$ cat config.mk
export PLATFORM = sky130hd
export DESIGN_NAME = uart_fifo
export DESIGN_NICKNAME = d
export VERILOG_FILES = /design/src/rtl/uart_fifo.sv
export SDC_FILE = /design/constraint.sdc
export NUM_CORES = 1
export LEC_CHECK = 0
export CAP_MARGIN = 25
export CORE_UTILIZATION = 45
export CTS_BUF_LIST = sky130_fd_sc_hd__clkbuf_4 sky130_fd_sc_hd__clkbuf_8
export DETAILED_ROUTE_END_ITERATION = 8
export DONT_BUFFER_PORTS = 1
export GPL_TIMING_DRIVEN = 0
export SETUP_SLACK_MARGIN = 0.1
export SKIP_CTS_REPAIR_TIMING = 1
export SYNTH_ARGS = -nofsm -noshare
export SYNTH_HDL_FRONTEND = slang
export SYNTH_HIERARCHICAL = 1
export SYNTH_SLANG_ARGS = --single-unit
$ cat constraint.sdc
create_clock -name clk -period 2.5 [get_ports clk]
set_input_delay 0.25 -clock clk [delete_from_list [all_inputs] [get_ports clk]]
set_output_delay 0.25 -clock clk [all_outputs]
set_load 0.05 [all_outputs]
$ cat src/rtl/uart_fifo.sv
// uart_fifo: memory-mapped full-duplex UART with TX/RX FIFOs, registered bus
// read data and sticky error flags.
// Build option: define UART_FIFO_PARITY_EN to add one even-parity bit per
// character on TX and check it on RX (STATUS bit2 = PARERR).
//
// TX FSM states
//   T_IDLE   | line high, baud counter held at 0, waiting for TX FIFO data
//   T_START  | start bit (line low)
//   T_DATA   | DATA_BITS data bits, LSB first
//   T_PARITY | even-parity bit (parity build only)
//   T_STOP   | stop bit; chains straight to T_START if more data is queued
// RX FSM states
//   R_IDLE   | armed, waiting for a synchronised low
//   R_START  | half-bit delay, then start bit re-check (false start filter)
//   R_DATA   | bit-centred data samples, LSB first
//   R_PARITY | parity sample (parity build only)
//   R_STOP   | stop sample, character stored
//   R_WAIT   | framing error seen, waiting for line high before re-arming

module uart_fifo_buf #(
  parameter int W     = 8,
  parameter int DEPTH = 16
) (
  input  logic         clk,
  input  logic         rst,
  input  logic         push_i,
  input  logic         pop_i,
  input  logic [W-1:0] din_i,
  output logic [W-1:0] dout_o,
  output logic         full_o,
  output logic         empty_o
);
  localparam int AW = $clog2(DEPTH);

  logic [AW:0]  wptr_q, wptr_d, rptr_q, rptr_d;
  logic [W-1:0] mem_q [DEPTH];

  // pointer advance; callers only assert push/pop when legal
  always_comb begin
    wptr_d = wptr_q;
    rptr_d = rptr_q;
    if (push_i) wptr_d = wptr_q + (AW+1)'(1);
    if (pop_i)  rptr_d = rptr_q + (AW+1)'(1);
  end

  // pointer registers
  always_ff @(posedge clk) begin
    if (rst) begin
      wptr_q <= '0;
      rptr_q <= '0;
    end else begin
      wptr_q <= wptr_d;
      rptr_q <= rptr_d;
    end
  end

  // storage, no reset needed
  always_ff @(posedge clk) begin
    if (push_i) mem_q[wptr_q[AW-1:0]] <= din_i;
  end

  assign dout_o  = mem_q[rptr_q[AW-1:0]];
  assign empty_o = (wptr_q == rptr_q);
  assign full_o  = (wptr_q[AW] != rptr_q[AW]) && (wptr_q[AW-1:0] == rptr_q[AW-1:0]);
endmodule

module uart_fifo #(
  parameter int CLK_HZ    = 25000000,
  parameter int BAUD      = 115200,
  parameter int DATA_BITS = 8,
  parameter int TX_DEPTH  = 16,
  parameter int RX_DEPTH  = 16
) (
  input  logic       clk,
  input  logic       rst,
  output logic [7:0] dbr,
  input  logic [7:0] dbw,
  input  logic [1:0] addr,
  input  logic       cs,
  input  logic       we,
  output logic       tx,
  input  logic       rx
);
  localparam int BIT_DIV = CLK_HZ / BAUD;
  localparam int CW      = $clog2(BIT_DIV + 1);
  localparam logic [CW-1:0] CNT_FULL = CW'(BIT_DIV - 1);
  localparam logic [CW-1:0] CNT_HALF = CW'(BIT_DIV / 2 - 1);
  localparam logic [CW-1:0] CNT_ONE  = CW'(1);
  localparam logic [2:0]    LAST_BIT = 3'(DATA_BITS - 1);

  typedef enum logic [2:0] {
    T_IDLE, T_START, T_DATA,
`ifdef UART_FIFO_PARITY_EN
    T_PARITY,
`endif
    T_STOP
  } tx_state_t;

  typedef enum logic [2:0] {
    R_IDLE, R_START, R_DATA,
`ifdef UART_FIFO_PARITY_EN
    R_PARITY,
`endif
    R_STOP, R_WAIT
  } rx_state_t;

  logic                 wr_en, rd_en, clr;
  logic                 tx_push_req, tx_push, tx_pop, tx_full, tx_empty;
  logic [DATA_BITS-1:0] tx_head;
  logic                 rx_push_req, rx_push, rx_pop, rx_full, rx_empty;
  logic [DATA_BITS-1:0] rx_head;

  tx_state_t            tx_state_q, tx_state_d;
  logic [CW-1:0]        tx_cnt_q, tx_cnt_d;
  logic [2:0]           tx_bit_q, tx_bit_d;
  logic [DATA_BITS-1:0] tx_sh_q, tx_sh_d;
  logic                 tx_line_q, tx_line_d;
`ifdef UART_FIFO_PARITY_EN
  logic                 tx_par_q, tx_par_d;
`endif

  rx_state_t            rx_state_q, rx_state_d;
  logic [CW-1:0]        rx_cnt_q, rx_cnt_d;
  logic [2:0]           rx_bit_q, rx_bit_d;
  logic [DATA_BITS-1:0] rx_sh_q, rx_sh_d;
  logic                 rx_meta_q, rx_sync_q;

  logic                 rxovr_q, rxovr_d, frerr_q, frerr_d, parerr_q, parerr_d, txovr_q, txovr_d;
  logic                 frerr_evt, parerr_evt;
  logic [7:0]           status, dbr_q, dbr_d;

  assign wr_en       = cs & we;
  assign rd_en       = cs & ~we;
  assign clr         = wr_en && (addr == 2'd1);
  assign tx_push_req = wr_en && (addr == 2'd0);
  // a pop in the same cycle frees a slot, so full only blocks a lone push
  assign tx_push     = tx_push_req && (!tx_full || tx_pop);
  assign rx_pop      = rd_en && (addr == 2'd0) && !rx_empty;
  assign rx_push     = rx_push_req && (!rx_full || rx_pop);

  uart_fifo_buf #(.W(DATA_BITS), .DEPTH(TX_DEPTH)) u_tx_fifo (
    .clk(clk), .rst(rst), .push_i(tx_push), .pop_i(tx_pop), .din_i(dbw[DATA_BITS-1:0]),
    .dout_o(tx_head), .full_o(tx_full), .empty_o(tx_empty)
  );

  uart_fifo_buf #(.W(DATA_BITS), .DEPTH(RX_DEPTH)) u_rx_fifo (
    .clk(clk), .rst(rst), .push_i(rx_push), .pop_i(rx_pop), .din_i(rx_sh_d),
    .dout_o(rx_head), .full_o(rx_full), .empty_o(rx_empty)
  );

  // TX next-state: loads the shifter on pop and drives the line one edge later
  always_comb begin
    tx_state_d = tx_state_q;
    tx_cnt_d   = tx_cnt_q;
    tx_bit_d   = tx_bit_q;
    tx_sh_d    = tx_sh_q;
    tx_line_d  = tx_line_q;
    tx_pop     = 1'b0;
`ifdef UART_FIFO_PARITY_EN
    tx_par_d   = tx_par_q;
`endif
    case (tx_state_q)
      T_IDLE: begin
        tx_cnt_d  = '0;
        tx_line_d = 1'b1;
        if (!tx_empty) begin
          tx_pop     = 1'b1;
          tx_sh_d    = tx_head;
`ifdef UART_FIFO_PARITY_EN
          tx_par_d   = ^tx_head;
`endif
          tx_line_d  = 1'b0;
          tx_cnt_d   = CNT_FULL;
          tx_state_d = T_START;
        end
      end
      T_START: begin
        if (tx_cnt_q != '0) tx_cnt_d = tx_cnt_q - CNT_ONE;
        else begin
          tx_state_d = T_DATA;
          tx_bit_d   = '0;
          tx_line_d  = tx_sh_q[0];
          tx_cnt_d   = CNT_FULL;
        end
      end
      T_DATA: begin
        if (tx_cnt_q != '0) tx_cnt_d = tx_cnt_q - CNT_ONE;
        else begin
          tx_cnt_d = CNT_FULL;
          if (tx_bit_q == LAST_BIT) begin
`ifdef UART_FIFO_PARITY_EN
            tx_state_d = T_PARITY;
            tx_line_d  = tx_par_q;
`else
            tx_state_d = T_STOP;
            tx_line_d  = 1'b1;
`endif
          end else begin
            tx_bit_d  = tx_bit_q + 3'd1;
            tx_sh_d   = tx_sh_q >> 1;
            tx_line_d = tx_sh_q[1];
          end
        end
      end
`ifdef UART_FIFO_PARITY_EN
      T_PARITY: begin
        if (tx_cnt_q != '0) tx_cnt_d = tx_cnt_q - CNT_ONE;
        else begin
          tx_state_d = T_STOP;
          tx_line_d  = 1'b1;
          tx_cnt_d   = CNT_FULL;
        end
      end
`endif
      T_STOP: begin
        if (tx_cnt_q != '0) tx_cnt_d = tx_cnt_q - CNT_ONE;
        else if (!tx_empty) begin
          tx_pop     = 1'b1;
          tx_sh_d    = tx_head;
`ifdef UART_FIFO_PARITY_EN
          tx_par_d   = ^tx_head;
`endif
          tx_line_d  = 1'b0;
          tx_cnt_d   = CNT_FULL;
          tx_state_d = T_START;
        end else begin
          tx_state_d = T_IDLE;
          tx_line_d  = 1'b1;
          tx_cnt_d   = '0;
        end
      end
      default: begin
        tx_state_d = T_IDLE;
        tx_line_d  = 1'b1;
        tx_cnt_d   = '0;
      end
    endcase
  end

  // RX next-state: half-bit start qualification, then bit-centred samples
  always_comb begin
    rx_state_d  = rx_state_q;
    rx_cnt_d    = rx_cnt_q;
    rx_bit_d    = rx_bit_q;
    rx_sh_d     = rx_sh_q;
    rx_push_req = 1'b0;
    frerr_evt   = 1'b0;
    parerr_evt  = 1'b0;
    case (rx_state_q)
      R_IDLE: begin
        rx_cnt_d = '0;
        if (!rx_sync_q) begin
          rx_state_d = R_START;
          rx_cnt_d   = CNT_HALF;
        end
      end
      R_START: begin
        if (rx_cnt_q != '0) rx_cnt_d = rx_cnt_q - CNT_ONE;
        else if (!rx_sync_q) begin
          rx_state_d = R_DATA;
          rx_bit_d   = '0;
          rx_cnt_d   = CNT_FULL;
        end else begin
          rx_state_d = R_IDLE;
        end
      end
      R_DATA: begin
        if (rx_cnt_q != '0) rx_cnt_d = rx_cnt_q - CNT_ONE;
        else begin
          rx_sh_d  = {rx_sync_q, rx_sh_q[DATA_BITS-1:1]};
          rx_cnt_d = CNT_FULL;
          if (rx_bit_q == LAST_BIT) begin
`ifdef UART_FIFO_PARITY_EN
            rx_state_d = R_PARITY;
`else
            rx_state_d = R_STOP;
`endif
          end else begin
            rx_bit_d = rx_bit_q + 3'd1;
          end
        end
      end
`ifdef UART_FIFO_PARITY_EN
      R_PARITY: begin
        if (rx_cnt_q != '0) rx_cnt_d = rx_cnt_q - CNT_ONE;
        else begin
          parerr_evt = rx_sync_q ^ (^rx_sh_q);
          rx_state_d = R_STOP;
          rx_cnt_d   = CNT_FULL;
        end
      end
`endif
      R_STOP: begin
        if (rx_cnt_q != '0) rx_cnt_d = rx_cnt_q - CNT_ONE;
        else begin
          rx_push_req = 1'b1;
          rx_cnt_d    = '0;
          if (rx_sync_q) rx_state_d = R_IDLE;
          else begin
            frerr_evt  = 1'b1;
            rx_state_d = R_WAIT;
          end
        end
      end
      R_WAIT: begin
        rx_cnt_d = '0;
        if (rx_sync_q) rx_state_d = R_IDLE;
      end
      default: begin
        rx_state_d = R_IDLE;
        rx_cnt_d   = '0;
      end
    endcase
  end

  assign status = {tx_full, tx_empty && (tx_state_q == T_IDLE), !rx_empty,
                   rxovr_q, frerr_q, parerr_q, txovr_q, 1'b0};

  // sticky flags (an event wins over a same-cycle clear) and bus read data
  always_comb begin
    rxovr_d  = (rxovr_q  & ~clr) | (rx_push_req & ~rx_push);
    frerr_d  = (frerr_q  & ~clr) | frerr_evt;
    parerr_d = (parerr_q & ~clr) | parerr_evt;
    txovr_d  = (txovr_q  & ~clr) | (tx_push_req & ~tx_push);
    dbr_d    = '0;
    if (rd_en) begin
      case (addr)
        2'd0:    if (!rx_empty) dbr_d = 8'(rx_head);
        2'd1:    dbr_d = status;
        default: dbr_d = '0;
      endcase
    end
  end

  // all state registers, synchronous reset
  always_ff @(posedge clk) begin
    if (rst) begin
      tx_state_q <= T_IDLE;
      tx_cnt_q   <= '0;
      tx_bit_q   <= '0;
      tx_sh_q    <= '0;
      tx_line_q  <= 1'b1;
`ifdef UART_FIFO_PARITY_EN
      tx_par_q   <= 1'b0;
`endif
      rx_state_q <= R_IDLE;
      rx_cnt_q   <= '0;
      rx_bit_q   <= '0;
      rx_sh_q    <= '0;
      rx_meta_q  <= 1'b1;
      rx_sync_q  <= 1'b1;
      rxovr_q    <= 1'b0;
      frerr_q    <= 1'b0;
      parerr_q   <= 1'b0;
      txovr_q    <= 1'b0;
      dbr_q      <= '0;
    end else begin
      tx_state_q <= tx_state_d;
      tx_cnt_q   <= tx_cnt_d;
      tx_bit_q   <= tx_bit_d;
      tx_sh_q    <= tx_sh_d;
      tx_line_q  <= tx_line_d;
`ifdef UART_FIFO_PARITY_EN
      tx_par_q   <= tx_par_d;
`endif
      rx_state_q <= rx_state_d;
      rx_cnt_q   <= rx_cnt_d;
      rx_bit_q   <= rx_bit_d;
      rx_sh_q    <= rx_sh_d;
      rx_meta_q  <= rx;
      rx_sync_q  <= rx_meta_q;
      rxovr_q    <= rxovr_d;
      frerr_q    <= frerr_d;
      parerr_q   <= parerr_d;
      txovr_q    <= txovr_d;
      dbr_q      <= dbr_d;
    end
  end

  assign tx  = tx_line_q;
  assign dbr = dbr_q;
endmodule

==> run_results.csv, run 1 <==
group,metric,value,unit
route,top_layer,"met4",
sta,rsz0062_at_grt,"true",
worst_setup_path,r2r_slack,0.004,ns
yosys,yosysWarnings,6,
pwr,ir_worst_vdd,0.000463,V
worst_setup_path,cp-start-kind,"flop",
floorplanning,floorplan.initialDensity,45.8,%
yosys,synth.distinct_cells,61,
status,outcome,"completed",
sta,finalHoldViolCount,0,
clock_network,cts.htree.levels,2,
floorplanning,fp-row-count,64,
worst_setup_path,path_max_fanout,8,
floorplanning,dieArea,0.0319,mm2
clock_network,ctsLongestPathBuffers,3,
pwr,internal_power,9520,uW
floorplanning,die_w,179,um
clock_network,cts.clk_slew.worst_paths,0.06,ns
grt,antenna_found_initial,0,
pwr,combPwrFrac,13.5,%
clock_network,cts.sinks,342,
floorplanning,floorplan.io_pins,24,
final_layout,multiInputGateArea,0.00447,mm2
pwr,powerDensity,788,mW/mm2
final_layout,regArea,0.00942,mm2
place,hpwl,18.4,mm
route,drtIter0Drc,453,
worst_setup_path,reg2reg_depth,9,
route,met3_length,1.35,mm
yosys,synth_edf_count,256,
floorplanning,fp.dieH,179,um
pwr,power,12700,uW
final_layout,finish.utilization,52.5,%
place,port-buffer-count,0,
route,wire_per_inst,20.8,um
final_layout,layout_common_cells,"edfxtp_1, dfxtp_1, nor2_1",
pwr,cellLeakagePower,0.00541,uW
pwr,power_frac_clock,36.6,%
worst_setup_path,worstSetupEndpoint,"u_tx_fifo/mem_q[0][1]",
grt,first_global_vias,7548,
yosys,synth_cells,871,
grt,grt_pass1_wl,43.6,mm
worst_setup_path,r2r_start,"tx_cnt_q[0]",
pwr,netSwitchingFraction,25.0,%
route,detail_route.first_pass.iterations,5,
yosys,synth_nets,910,
clock_network,cts_tree,"yes",
route,ant_nets,0,
run,timing.max_cap.violations,0,
sta,finalCritPeriodShare,99.8,%
worst_setup_path,worstPathRequired,2.77,ns
worst_setup_path,worstReg2RegEnd,"u_tx_fifo/mem_q[0][1]",
sta,relSlewSlack,47.7,%
grt,grt_max_degree,18,
clock_network,clock_latency,0.61,ns
yosys,synthFlopType,"edfxtp_1",
worst_setup_path,crit_start,"tx_cnt_q[0]",
route,met1Wirelength,13.8,mm
route,wl_met2,13.4,mm
sta,setup_viol,0,
pwr,seqPwrFrac,49.9,%
place,place.gp.congestion,0.790,
route,drt-total-wl,29.1,mm
yosys,async_flop_share,0,%
route,vias,7698,
final_layout,drive_gt1_share,24.9,%
sta,finalMaxSlewViolations,0,
yosys,ys_ff_latch,342,
yosys,yosysSeqAreaShare,67.0,%
worst_setup_path,worst-setup-path-type,"flop to flop",
route,drc,0,
worst_setup_path,worstPathArrival,2.77,ns
final_layout,final_common_cell,"edfxtp_1",
pwr,switching_power,3170,uW
grt,track_usage,18.4,%
final_layout,fin_nets,999,
floorplanning,fp.coreArea,0.0307,mm2
final_layout,nFillCells,2503,
sta,clock_skew,0.0440,ns
route,avgViaCountPerCell,5.51,
sta,max_freq,0.401,GHz
min_path,min_path_type,"input port to flop",
worst_setup_path,endpoint_kind,"flop",
yosys,synth_area,0.0140,mm2
clock_network,cts-root-buf,"clkbuf_8",
final_layout,syn_to_final_growth,14.8,%
clock_network,cts_buffers,55,
grt,overflow,0,
sta,period_minus_slack,2.50,ns
yosys,syn_avg_cell_area,16.1,um2
sta,worstMarginPinSlew,0.781,ns
-- registers in the layout, indices dropped and copies added, names as in the netlist, 8 cells and up, named ones only --
signal / count
tx_sh_q: 8
rx_cnt_q: 8
tx_cnt_q: 8
u_rx_fifo/mem_q: 128
u_tx_fifo/mem_q: 128
dbr: 8
rx_sh_q: 8
-- power groups by stage --
stage,Clock [uW],Combinational [uW],Sequential (uW)
after floorplan,0,1230,6410
after global placement,0,1520,6440
after detailed placement,0,1530,6440
after CTS,4780,1540,6320
after global routing,5020,1880,6340
final,4650,1720,6330
-- worst min-delay path by stage --
stage | start | end | slack [ns] | depth (start not counted)
after global placement | rst | flop | 0.33 | 1
after detailed placement | rst | flop | 0.33 | 1
after CTS | dbw[5] | u_tx_fifo/mem_q[13][5] | -0.30 | 0
final | rst | u_tx_fifo/wptr_q[0] | 0.04 | 2
after global routing | rst | u_tx_fifo/wptr_q[2] | 0.06 | 2
after floorplan | rst | flop | 0.32 | 1
-- cell type report --
cell class	count	share of cell area [%]
buffer	40	1.72
multi-input combinational	470	27.8
antenna	1	0.0155
tap	396	3.08
timing repair buffer	32	1.76
inverter	19	0.497
clock buffer	80	6.10
sequential	342	58.5
clock inverter	16	0.583
-- metrics by stage --
stage | area, um2 | hold slack, ns | std cells | worst slack (ns) | TNS [ns]
after floorplan | 14100 | 0.322 | 871 | 0.0761 | 0
after global placement | 14600 | 0.326 | 1267 | -0.551 | -102.19
after detailed placement | 14600 | 0.330 | 1267 | -0.567 | -105.07
after CTS | 15600 | -0.296 | 1363 | -0.562 | -104.94
after global routing | 16100 | 0.0572 | 1395 | -0.111 | -3.91
final | 16100 | 0.0439 | 1396 | 0.00400 | 0
-- worst max-delay path: stages (launching register included) --
cell,delay [ns]
dfxtp_2,0.34
inv_2,0.07
ha_4,0.13
nor4b_4,0.32
a31oi_2,0.17
o31a_1,0.34
nor2_2,0.13
buf_6,0.13
nor3b_4,0.25
and2_4,0.29
-- synth_stat cells, drive strengths merged, types with 3 or more instances --
cell type      count  area, um2
edfxtp           256       7690
dfxtp             86       1720
nor2              77        297
mux4              64       1550
nand2             40        153
a22oi             34        255
and2              33        206
ha                24        300
inv               19       71.3
clkbuf            18       67.6
xor2              18        158
mux2i             17        170
buf               16        128
nor2b             16        100
xnor2             16        140
a21oi             15       78.8
nor3              13       76.3
a211oi            10       85.1
nand4             10       62.6
mux2               8       90.1
nand2b             7       43.8
clkdlybuf4s25      6       60.1
o21ai              6       30.0
a31oi              5       31.3
nand3              5       25.0
a22o               4       35.0
and3b              4       35.0
nor3b              4       30.0
a2bb2oi            3       26.3
a41oi              3       26.3
o22ai              3       18.8
-- per-layer routing --
layer	vias to the layer above	GRT usage [%]
met5	-	0
met4	0	5.30
met3	56	3.07
met2	175	28.7
met1	3917	26.4
li1	3550	-
-- kinds of logic (layout without fill, tap and decap cells) --
logic type      count (synthesis)  after routing  synth area share (%)
buf+inv                        59            187                  2.33
simple gates                  225            225                  8.31
other cells                     0              1                     0
mux                            89             89                  12.9
xor+xnor                       34             34                  2.12
flops                         342            342                  67.0
compound gates                 98             98                  5.19
fa+ha+maj                      24             24                  2.14
Note: power is estimated with default switching activity, not from simulation.
==> run 2: changes to the inputs <==
Clock period 2.5 ns to 3.02 ns, I/O delays scaled along.
==> run 2 against run 1 <==
  * Sequential power decreased by 17%
  * Die area unchanged
  * Largest cell class unchanged
  * Clock skew decreased by 0.025 ns
  * Combinational power decreased by 22%
  * Maximum frequency decreased by 10%
  * Flip-flop and latch count unchanged
  * Cell count decreased by 1.2%
  * Sequential share of layout area increased by 0.63 points
  * Clock power decreased by 12%
==> run_results.csv, run 2 (synthesized netlist as in run 1, its figures left out) <==
group,metric,value,unit
floorplanning,fp-row-count,64,
sta,max_freq,0.359,GHz
sta,finalCritPeriodShare,92.2,%
grt,track_usage,18.3,%
floorplanning,die_w,179,um
min_path,min_path_type,"input port to flop",
worst_setup_path,endpoint_kind,"flop",
final_layout,layout_common_cells,"edfxtp_1, dfxtp_1, nor2_1",
clock_network,cts.clk_slew.worst_paths,0.06,ns
final_layout,final_cells,1379,
place,hpwl,18.4,mm
place,placed_area,0.0145,mm2
worst_setup_path,crit_chain,"inv_1, ha_1, or3b_2, nor2_4, nand3_2, a21oi_2, clkbuf_2, and3b_1, and2_2",
place,place.gp.congestion,0.797,
clock_network,cts.htree.levels,2,
route,avgViaCountPerCell,5.41,
sta,clock_skew,0.0192,ns
grt,grt_pass1_wl,43.2,mm
sta,layout_setup_ws,0.235,ns
floorplanning,dieArea,0.0319,mm2
route,drtIter0Drc,561,
clock_network,cts.sinks,342,
clock_network,cts_buffers,55,
route,drt-total-wl,28.5,mm
worst_setup_path,worst-setup-path-type,"flop to flop",
worst_setup_path,path_max_fanout,9,
floorplanning,fp.coreArea,0.0307,mm2
place,dpl.cell_count,1267,
place,port-buffer-count,0,
final_layout,antenna_cells,0,
floorplanning,fp.dieH,179,um
sta,worstMarginPinSlew,0.762,ns
floorplanning,floorplan.initialDensity,45.8,%
final_layout,fin_nets,980,
route,detail_route.first_pass.iterations,4,
worst_setup_path,worstPathRequired,3.29,ns
status,outcome,"completed",
route,ant_nets,0,
grt,grt_max_degree,18,
pwr,cellLeakagePower,0.00540,uW
grt,overflow,0,
run,timing.max_cap.violations,0,
worst_setup_path,slowest_delay,0.50,ns
floorplanning,floorplan.io_pins,24,
sta,finalMaxSlewViolations,0,
sta,period_minus_slack,2.79,ns
grt,first_global_vias,7415,
final_layout,design_area,0.0159,mm2
worst_setup_path,worstPathArrival,3.06,ns
route,vias,7463,
final_layout,drive_gt1_share,22.0,%
worst_setup_path,cp-start-kind,"flop",
route,wire_per_inst,20.6,um
sta,hold_slack,0.0128,ns
grt,antenna_found_initial,0,
pwr,powerDensity,671,mW/mm2
final_layout,finish.utilization,51.9,%
worst_setup_path,slowest_stage,"or3b_2",
place,place_ws,-0.367,ns
sta,finalHoldViolCount,0,
final_layout,nFillCells,2480,
clock_network,ctsLongestPathBuffers,3,
clock_network,clock_latency,0.59,ns
final_layout,final_common_cell,"edfxtp_1",
route,drc,0,
final_layout,syn_to_final_growth,13.4,%
clock_network,cts-root-buf,"clkbuf_8",
clock_network,cts_tree,"yes",
sta,rsz0062_at_grt,"false",
pwr,ir_worst_vdd,0.000420,V
sta,relSlewSlack,49.0,%
sta,setup_viol,0,
-- run 2: changes by cell type in the layout (fill, tap and decap cells not counted), moves of 4 or more --
cell and change:
and2_4 -20, clkbuf_8 +7, and2_2 +20, inv_1 +6
dfxtp_2 -4, dfxtp_1 +5, buf_4 -17, clkinv_1 -4
-- run 2: routing by layer --
layer | global-route usage (%) | vias up | routed length [um]
met2 | 29.1 | 164 | 13500
li1 | - | 3516 | -
met5 | 0 | - | 0
met4 | 5.05 | 0 | 524
met3 | 3.39 | 46 | 1120
met1 | 25.9 | 3737 | 13300
-- run 2: report_power, final --
group	internal, uW	leakage (uW)	total (uW)	switching, uW
sequential	5130	0.00300	5240	111
clock	2320	0.000628	4100	1770
combinational	623	0.00177	1350	728
-- run 2: path summary, 6_finish.rpt --
path,start,end,slack (ns),depth (start not counted)
min reg2reg,rx_meta_q,rx_sync_q,0.41,1
max reg2reg,rx_cnt_q[0],u_rx_fifo/mem_q[9][0],0.23,9
min,addr[0],dbr[6],0.01,2
max,rx_cnt_q[0],u_rx_fifo/mem_q[9][0],0.23,9
-- run 2: cell type report --
cell class | count | area, um2 | share of cell area [%]
flip-flops and latches | 342 | 9410 | 59.1
multi-input cells | 470 | 4380 | 27.5
clock buffers | 84 | 1060 | 6.63
well taps | 396 | 495 | 3.11
plain buffers | 40 | 263 | 1.65
repair buffers | 13 | 125 | 0.786
clock inverters | 15 | 123 | 0.770
inverters | 19 | 71.3 | 0.448
-- run 2: stage by stage --
stage | TNS, ns | power [uW]
finish | 0 | 10700
global route | 0 | 11100
CTS | -32.72 | 10700
detailed placement | -30.83 | 6590
global placement | -30.07 | 6580
floorplan | 0 | 6330
-- run 2: worst max-delay path, delay by kind of cell (launching register included) --
family | cells | cell delay, ns
flops | 1 | 0.34
simple gates | 5 | 1.39
buf+inv | 2 | 0.35
fa+ha+maj | 1 | 0.17
compound gates | 1 | 0.21
